### src/rtl/noc_fifo_pkg.sv
`default_nettype none
// ============================================================================
// Module   : noc_fifo_pkg
// Brief    : Shared constants, flit type and width helper for the VC input buffer.
// Revision : 1.0 - initial release
// ============================================================================
package noc_fifo_pkg;

    // Channel-select width: a single channel still needs a 1-bit select port.
    function automatic int clog2_min1(input int n);
        return (n <= 1) ? 1 : $clog2(n);
    endfunction

    localparam int C_FLIT_W   = 16;
    localparam int C_DEF_DEPTH  = 4;
    localparam int C_DEF_NUM_VC = 2;

    localparam int VC_W  = clog2_min1(C_DEF_NUM_VC);
    localparam int CNT_W = $clog2(C_DEF_DEPTH + 1);

    typedef logic [C_FLIT_W-1:0] flit_t;

endpackage
`default_nettype wire

### src/rtl/fifo_channel.sv
`default_nettype none
// ============================================================================
// Module   : fifo_channel
// Brief    : Single virtual-channel FIFO: storage, pointers, count and flags.
// Revision : 1.0 - initial release
// ============================================================================
module fifo_channel #(
    parameter int DATA_WIDTH = 16,
    parameter int DEPTH      = 4,
    parameter int AF_THRESH  = DEPTH - 1,
    localparam int c_ptr_w   = $clog2(DEPTH),
    localparam int c_cnt_w   = $clog2(DEPTH + 1)
) (
    input  logic                  clk,
    input  logic                  rst,
    input  logic                  push,
    input  logic                  pop,
    input  logic [DATA_WIDTH-1:0] wr_data,
    output logic [DATA_WIDTH-1:0] head,
    output logic [c_cnt_w-1:0]    count,
    output logic                  full,
    output logic                  empty,
    output logic                  almost_full
);

    localparam logic [c_cnt_w-1:0] c_depth  = c_cnt_w'(DEPTH);
    localparam logic [c_cnt_w-1:0] c_af_thr = c_cnt_w'(AF_THRESH);

    logic [DATA_WIDTH-1:0] r_mem [DEPTH];
    logic [c_ptr_w-1:0]    r_wr_ptr;
    logic [c_ptr_w-1:0]    r_rd_ptr;
    logic [c_cnt_w-1:0]    r_count;

    // Storage is deliberately not reset; pointers alone define validity.
    always_ff @(posedge clk) begin
        if (push) begin
            r_mem[r_wr_ptr] <= wr_data;
        end
    end

    always_ff @(posedge clk or negedge rst) begin
        if (!rst) begin
            r_wr_ptr <= '0;
            r_rd_ptr <= '0;
            r_count  <= '0;
        end else begin
            if (push) begin
                r_wr_ptr <= r_wr_ptr + c_ptr_w'(1);
            end
            if (pop) begin
                r_rd_ptr <= r_rd_ptr + c_ptr_w'(1);
            end
            case ({push, pop})
                2'b10:   r_count <= r_count + c_cnt_w'(1);
                2'b01:   r_count <= r_count - c_cnt_w'(1);
                default: r_count <= r_count;
            endcase
        end
    end

    assign head        = r_mem[r_rd_ptr];
    assign count       = r_count;
    assign full        = (r_count == c_depth);
    assign empty       = (r_count == '0);
    assign almost_full = (r_count >= c_af_thr);

endmodule
`default_nettype wire

### src/rtl/vc_fifo.sv
`default_nettype none
// ============================================================================
// Module   : vc_fifo
// Brief    : Multi-VC router input buffer with shared write/read ports.
// Revision : 1.0 - initial release
// ============================================================================
module vc_fifo
    import noc_fifo_pkg::*;
#(
    parameter int DATA_WIDTH = $bits(flit_t),
    parameter int DEPTH      = 4,
    parameter int NUM_VC     = 2,
    parameter int AF_THRESH  = DEPTH - 1,
    parameter int FWFT       = 1,
    localparam int c_vc_w    = clog2_min1(NUM_VC),
    localparam int c_cnt_w   = $clog2(DEPTH + 1)
) (
    input  logic                        clk,
    input  logic                        rst,
    input  logic                        wr_en,
    input  logic [c_vc_w-1:0]           wr_vc,
    input  logic [DATA_WIDTH-1:0]       wr_data,
    input  logic                        rd_en,
    input  logic [c_vc_w-1:0]           rd_vc,
    output logic [DATA_WIDTH-1:0]       rd_data,
    output logic                        rd_valid,
    output logic [NUM_VC-1:0]           full,
    output logic [NUM_VC-1:0]           empty,
    output logic [NUM_VC-1:0]           almost_full,
    output logic [NUM_VC*c_cnt_w-1:0]   count,
    output logic                        wr_err,
    output logic                        rd_err
);

    localparam logic [c_vc_w:0] c_num_vc = (c_vc_w + 1)'(NUM_VC);

    logic                  w_wr_in_range;
    logic                  w_rd_in_range;
    logic                  w_rd_avail;
    logic                  w_rd_ok;
    logic                  w_wr_ok;
    logic [NUM_VC-1:0]     w_push;
    logic [NUM_VC-1:0]     w_pop;
    logic [DATA_WIDTH-1:0] w_head [NUM_VC];
    logic [DATA_WIDTH-1:0] w_head_sel;
    logic                  r_wr_err;
    logic                  r_rd_err;

    assign w_wr_in_range = ({1'b0, wr_vc} < c_num_vc);
    assign w_rd_in_range = ({1'b0, rd_vc} < c_num_vc);
    assign w_rd_avail    = w_rd_in_range && !empty[rd_vc];
    assign w_rd_ok       = rd_en && w_rd_avail;
    // A full channel still takes a write when the same cycle frees a slot.
    assign w_wr_ok       = wr_en && w_wr_in_range &&
                           (!full[wr_vc] || (w_rd_ok && (rd_vc == wr_vc)));

    always_comb begin
        w_push     = '0;
        w_pop      = '0;
        w_head_sel = '0;
        if (w_wr_ok) begin
            w_push[wr_vc] = 1'b1;
        end
        if (w_rd_ok) begin
            w_pop[rd_vc] = 1'b1;
        end
        if (w_rd_avail) begin
            w_head_sel = w_head[rd_vc];
        end
    end

    for (genvar k = 0; k < NUM_VC; k++) begin : g_vc
        fifo_channel #(
            .DATA_WIDTH (DATA_WIDTH),
            .DEPTH      (DEPTH),
            .AF_THRESH  (AF_THRESH)
        ) u_chan (
            .clk         (clk),
            .rst         (rst),
            .push        (w_push[k]),
            .pop         (w_pop[k]),
            .wr_data     (wr_data),
            .head        (w_head[k]),
            .count       (count[k*c_cnt_w +: c_cnt_w]),
            .full        (full[k]),
            .empty       (empty[k]),
            .almost_full (almost_full[k])
        );
    end

    if (FWFT != 0) begin : g_fwft
        assign rd_valid = w_rd_avail;
        assign rd_data  = w_head_sel;
    end else begin : g_reg
        logic [DATA_WIDTH-1:0] r_rd_data;
        logic                  r_rd_valid;

        always_ff @(posedge clk or negedge rst) begin
            if (!rst) begin
                r_rd_data  <= '0;
                r_rd_valid <= 1'b0;
            end else begin
                r_rd_valid <= w_rd_ok;
                if (w_rd_ok) begin
                    r_rd_data <= w_head_sel;
                end
            end
        end

        assign rd_valid = r_rd_valid;
        assign rd_data  = r_rd_data;
    end

    always_ff @(posedge clk or negedge rst) begin
        if (!rst) begin
            r_wr_err <= 1'b0;
            r_rd_err <= 1'b0;
        end else begin
            r_wr_err <= wr_en && !w_wr_ok;
            r_rd_err <= rd_en && !w_rd_ok;
        end
    end

    assign wr_err = r_wr_err;
    assign rd_err = r_rd_err;

endmodule
`default_nettype wire

### config.mk
export PLATFORM = sky130hd
export DESIGN_NAME = vc_fifo
export DESIGN_NICKNAME = d
export VERILOG_FILES = /design/src/rtl/noc_fifo_pkg.sv /design/src/rtl/fifo_channel.sv /design/src/rtl/vc_fifo.sv
export SDC_FILE = /design/constraint.sdc
export NUM_CORES = 1
export LEC_CHECK = 0
export CAP_MARGIN = 30
export CORE_AREA = 4 4 143 90
export DETAILED_ROUTE_END_ITERATION = 10
export DIE_AREA = 0 0 147 94
export PLACE_DENSITY = 0.75
export SLEW_MARGIN = 5
export SYNTH_ARGS = -nofsm -noshare
export SYNTH_HDL_FRONTEND = slang
export SYNTH_SLANG_ARGS = --single-unit
### constraint.sdc
create_clock -name clk -period 2 [get_ports clk]
set_input_delay 0.4 -clock clk [delete_from_list [all_inputs] [get_ports clk]]
set_output_delay 0.4 -clock clk [all_outputs]
set_load 0.02 [all_outputs]
==> reports/results.md <==
| Item | Reported | Unit |
| --- | --- | --- |
| Synth Net Count | 316 | - |
| Final count of pins violating max slew | 0 | - |
| Actual slew at the worst max-slew pin | 0.312 | ns |
| Most used cell, CP | buf_6 | - |
| Share of synthesized flip-flops with an asynchronous set or reset | 11.1 | % |
| Minimum setup slack in the final design | -0.327 | ns |
| ANT cells | 0 | - |
| Netlist cell types | 34 | - |
| Unrepaired setup endpoints after global routing | true | - |
| Initial antenna violation count | 0 | - |
| GRT overflow | 0 | - |
| Sequential standard cell area | 4250 | um^2 |
| Maximum operating frequency | 0.430 | GHz |
| Crit path time final | 2.33 | ns |
| Pwr per Cell Area | 1460 | nW/um^2 |
| Area share of the largest cell type after synthesis | 64.8 | % |
| Average footprint of a synthesized cell | 21.0 | um^2 |
| Initial cell density of the core | 50.8 | % |
| Cell at the slowest stage of the critical path | mux4_2 | - |
| Skew-Pair Late Insertion Delay | 0.41 | ns |
| Routability congestion estimate from global placement | 0.693 | - |
| Cell type with the largest total area after synthesis | edfxtp_1 | - |
| Yosys synthesis warning count | 0 | - |
| Fraction of the cycle the final worst path needs | 116 | % |
| Most frequently used flop master after synthesis | edfxtp_1 | - |
| Total number of vias | 2984 | - |
| HPWL Detailed | 7.14 | mm |
| Leakage component of the power | 2.80 | nW |
| Top area cells in the synthesized netlist | edfxtp_1, mux4_1, dfrtp_1, mux4_2, a22o_1 | - |
| Post-Synthesis Cells | 282 | - |
| Count of non-filler cells in the finished layout | 566 | - |
| TritonCTS clock tree | built | - |
| Floorplan die width | 147 | um |
| Total placed cells including tap cells | 523 | - |
| Number of clock sinks seen by CTS | 144 | - |
| Number of hold violations in the final report | 0 | - |
| Critical path buffer and inverter count | 3 | - |
| Layout Nets | 422 | - |
| Final routed DRC violation total | 0 | - |
| Run status | finished, violations left | - |
| CTS Root Buffer Type | clkbuf_16 | - |
| Critical path data arrival time | 1.93 | ns |
| Normalized max-slew margin | 79.2 | % |
| Category of cells accounting for the largest share of critical-path delay | multiplexers | - |
| Violations in the final reports | negative setup slack | - |
| Peak fanout along the critical path | 6 | - |
| Final routed wire length divided by cell count | 21.1 | um |
| Cell-by-cell listing of the critical path | buf_6 > buf_6 > mux4_2 > a22o_1 > buf_6 | - |
| Largest net degree at the start of global routing | 17 | - |
| Die outline area | 13800 | um^2 |
| Number of buffers inserted during clock tree synthesis | 17 | - |
| H-tree levels | 4 | - |
| CTS Buffer Depth | 2 | - |
| Clock transition at the registers of the reported paths | 0.06 | ns |
| Total power after layout | 11.2 | mW |
| Number of synthesized register bits | 144 | - |
| I/O pin count | 53 | - |
| Clk_skew | 0.0100 | ns |
| Total detailed-routing wirelength | 11.9 | mm |
| Via count of the first global-routing pass | 3230 | - |
| Count of fill cells added during filler insertion | 771 | - |
| Startpoint type of the worst setup path | flop | - |
| Synth-to-Final Area Change | 29.4 | % |
| Vias per inst | 5.27 | - |
| Worst hold slack | 0.327 | ns |
| # port buffers | 52 | - |
| Core region area | 11700 | um^2 |
| Largest incremental delay on the critical path | 0.47 | ns |
| Depth of the most critical reg-to-reg path | 10 | - |
| Share of final-layout standard cells stronger than drive strength 1 | 37.9 | % |
| Die outline height | 94 | um |
| Required time of the critical path | 1.60 | ns |
| Type of the worst min-delay path | in -> async | - |
| Number of optimization iterations in the first detailed-route pass | 4 | - |
| Drt first-iter violations | 217 | - |
| Routed Antenna Nets | 0 | - |
| Proportion of synthesized chip area in sequential cells | 71.6 | % |
| Count of maximum capacitance violations | 0 | - |
| Stages on the worst setup path | 5 | - |
| Kind of critical path | reg -> out | - |
| Peak supply drop | 0.000841 | V |
| Row count | 31 | - |
| Crit end category | output pin | - |
| Number of setup violations in the final report | 17 | - |
| Total routing usage reported by global routing | 18.8 | % |
| Multi-input gate area in the final layout | 1470 | um^2 |
| Wire length of the first global-routing pass | 18.7 | mm |
| Area of the mapped netlist | 5930 | um^2 |
| Number of enable flip-flop cells after synthesis | 128 | - |
final timing paths:
kind,start,to,slack [ns]
max,g_vc[0].u_chan.r_rd_ptr[0]$_DFFE_PN0P_,rd_data[7],-0.33
min,rst,g_vc[0].u_chan.count[2]$_DFFE_PN0P_,0.33
max reg2reg,g_vc[1].u_chan.count[0]$_DFFE_PN0P_,g_vc[1].u_chan.count[2]$_DFFE_PN0P_,-0.07
min reg2reg,g_vc[1].u_chan.r_wr_ptr[1]$_DFFE_PN0P_,g_vc[1].u_chan.r_wr_ptr[1]$_DFFE_PN0P_,0.58
max in group asynchronous,rst,g_vc[1].u_chan.r_rd_ptr[0]$_DFFE_PN0P_,1.45
min in group clk,rd_en,rd_err$_DFF_PN0_,0.40
synth_stat cells (3+ instances only):
master    instances
inv_1            13
ha_1             10
and2_1            8
mux2i_1           3
a22o_1           16
xor2_1            6
mux4_1           23
xnor2_1           6
mux4_2            9
buf_4             7
edfxtp_1        128
dfrtp_1          16
buf_2             3
nor2_1            4
cell families (layout without fill, tap and decap cells):
logic type | Yosys count | in the layout | share of synthesized area [%]
flip-flops | 144 | 144 | 71.6
multiplexers | 37 | 37 | 14.5
buffers and inverters | 30 | 149 | 3.14
AND/OR/NAND/NOR | 25 | 25 | 2.74
AO/OA/AOI/OAI | 22 | 22 | 3.48
adder cells (fa/ha/maj) | 12 | 12 | 2.79
XOR/XNOR | 12 | 12 | 1.77
placed cells by master (no fill, tap or decap), types with 3 or more instances in the layout:
cell type          n
clkdlybuf4s50_1   23
mux4_2            31
clkbuf_16         17
a22o_1            16
buf_6             23
clkbuf_1           3
mux2i_1            3
dfrtp_1           12
xnor2_1            6
and2_1             8
buf_12            14
nor2_1             3
buf_2              3
dlygate4sd2_1      3
ha_1               9
buf_4             31
inv_2              3
dlymetal6s2s_1     4
clkinvlp_4         3
edfxtp_1         128
inv_1             10
clkbuf_8           4
dfrtp_2            4
xor2_1             6
through the flow:
stage | area (um^2) | TNS [ns] | setup slack [ns] | util (%)
final | 7670 | -4.41 | -0.327 | 65.7
after global routing | 7670 | -5.93 | -0.409 | 65.7
after CTS | 7660 | -5.28 | -0.387 | 65.6
after detailed placement | 7000 | -32.92 | -0.497 | 59.9
after global placement | 7000 | -29.67 | -0.495 | 59.9
after floorplan | 5940 | -0.0736 | -0.0736 | -
where the power goes:
| part | switching, mW | total (mW) | internal (mW) |
|---|---|---|---|
| Clock | 1.15 | 2.99 | 1.84 |
| Combinational | 1.98 | 4.23 | 2.25 |
| Sequential | 0.242 | 3.99 | 3.74 |
| Total | 3.37 | 11.2 | 7.83 |
what timing repair did:
action	4_1_cts	5_1_grt
pin swaps	20	8
hold buffers	0	0
gates cloned	1	0
gates resized for setup	148	17
endpoints found under the setup margin	27	26
buffers inserted	9	4
final cells by class:
| type | instances | area share (%) |
|---|---|---|
| timing repair buffer | 104 | 14.7 |
| sequential | 144 | 55.4 |
| tap | 165 | 2.69 |
| clock buffer | 24 | 6.41 |
| multi-input combinational | 108 | 19.2 |
| inverter | 13 | 0.636 |
| clock inverter | 8 | 1.04 |
state kept, by name, summed over array words and instances, names as in the netlist:
register and count:
g_vc.u_chan.count 6, g_vc.u_chan.r_mem 128, g_vc.u_chan.r_rd_ptr 4, g_vc.u_chan.r_wr_ptr 4, rd_err 1, wr_err 1
layer usage:
metal / up-vias / global-route usage [%] / wire, um
li1: 1342 / - / -
met1: 1529 / 25.9 / 5290
met2: 102 / 29.5 / 5800
met3: 11 / 5.11 / 762
met4: 0 / 6.43 / 82
met5: - / 0 / 0
(Power assumes the default switching activity.)
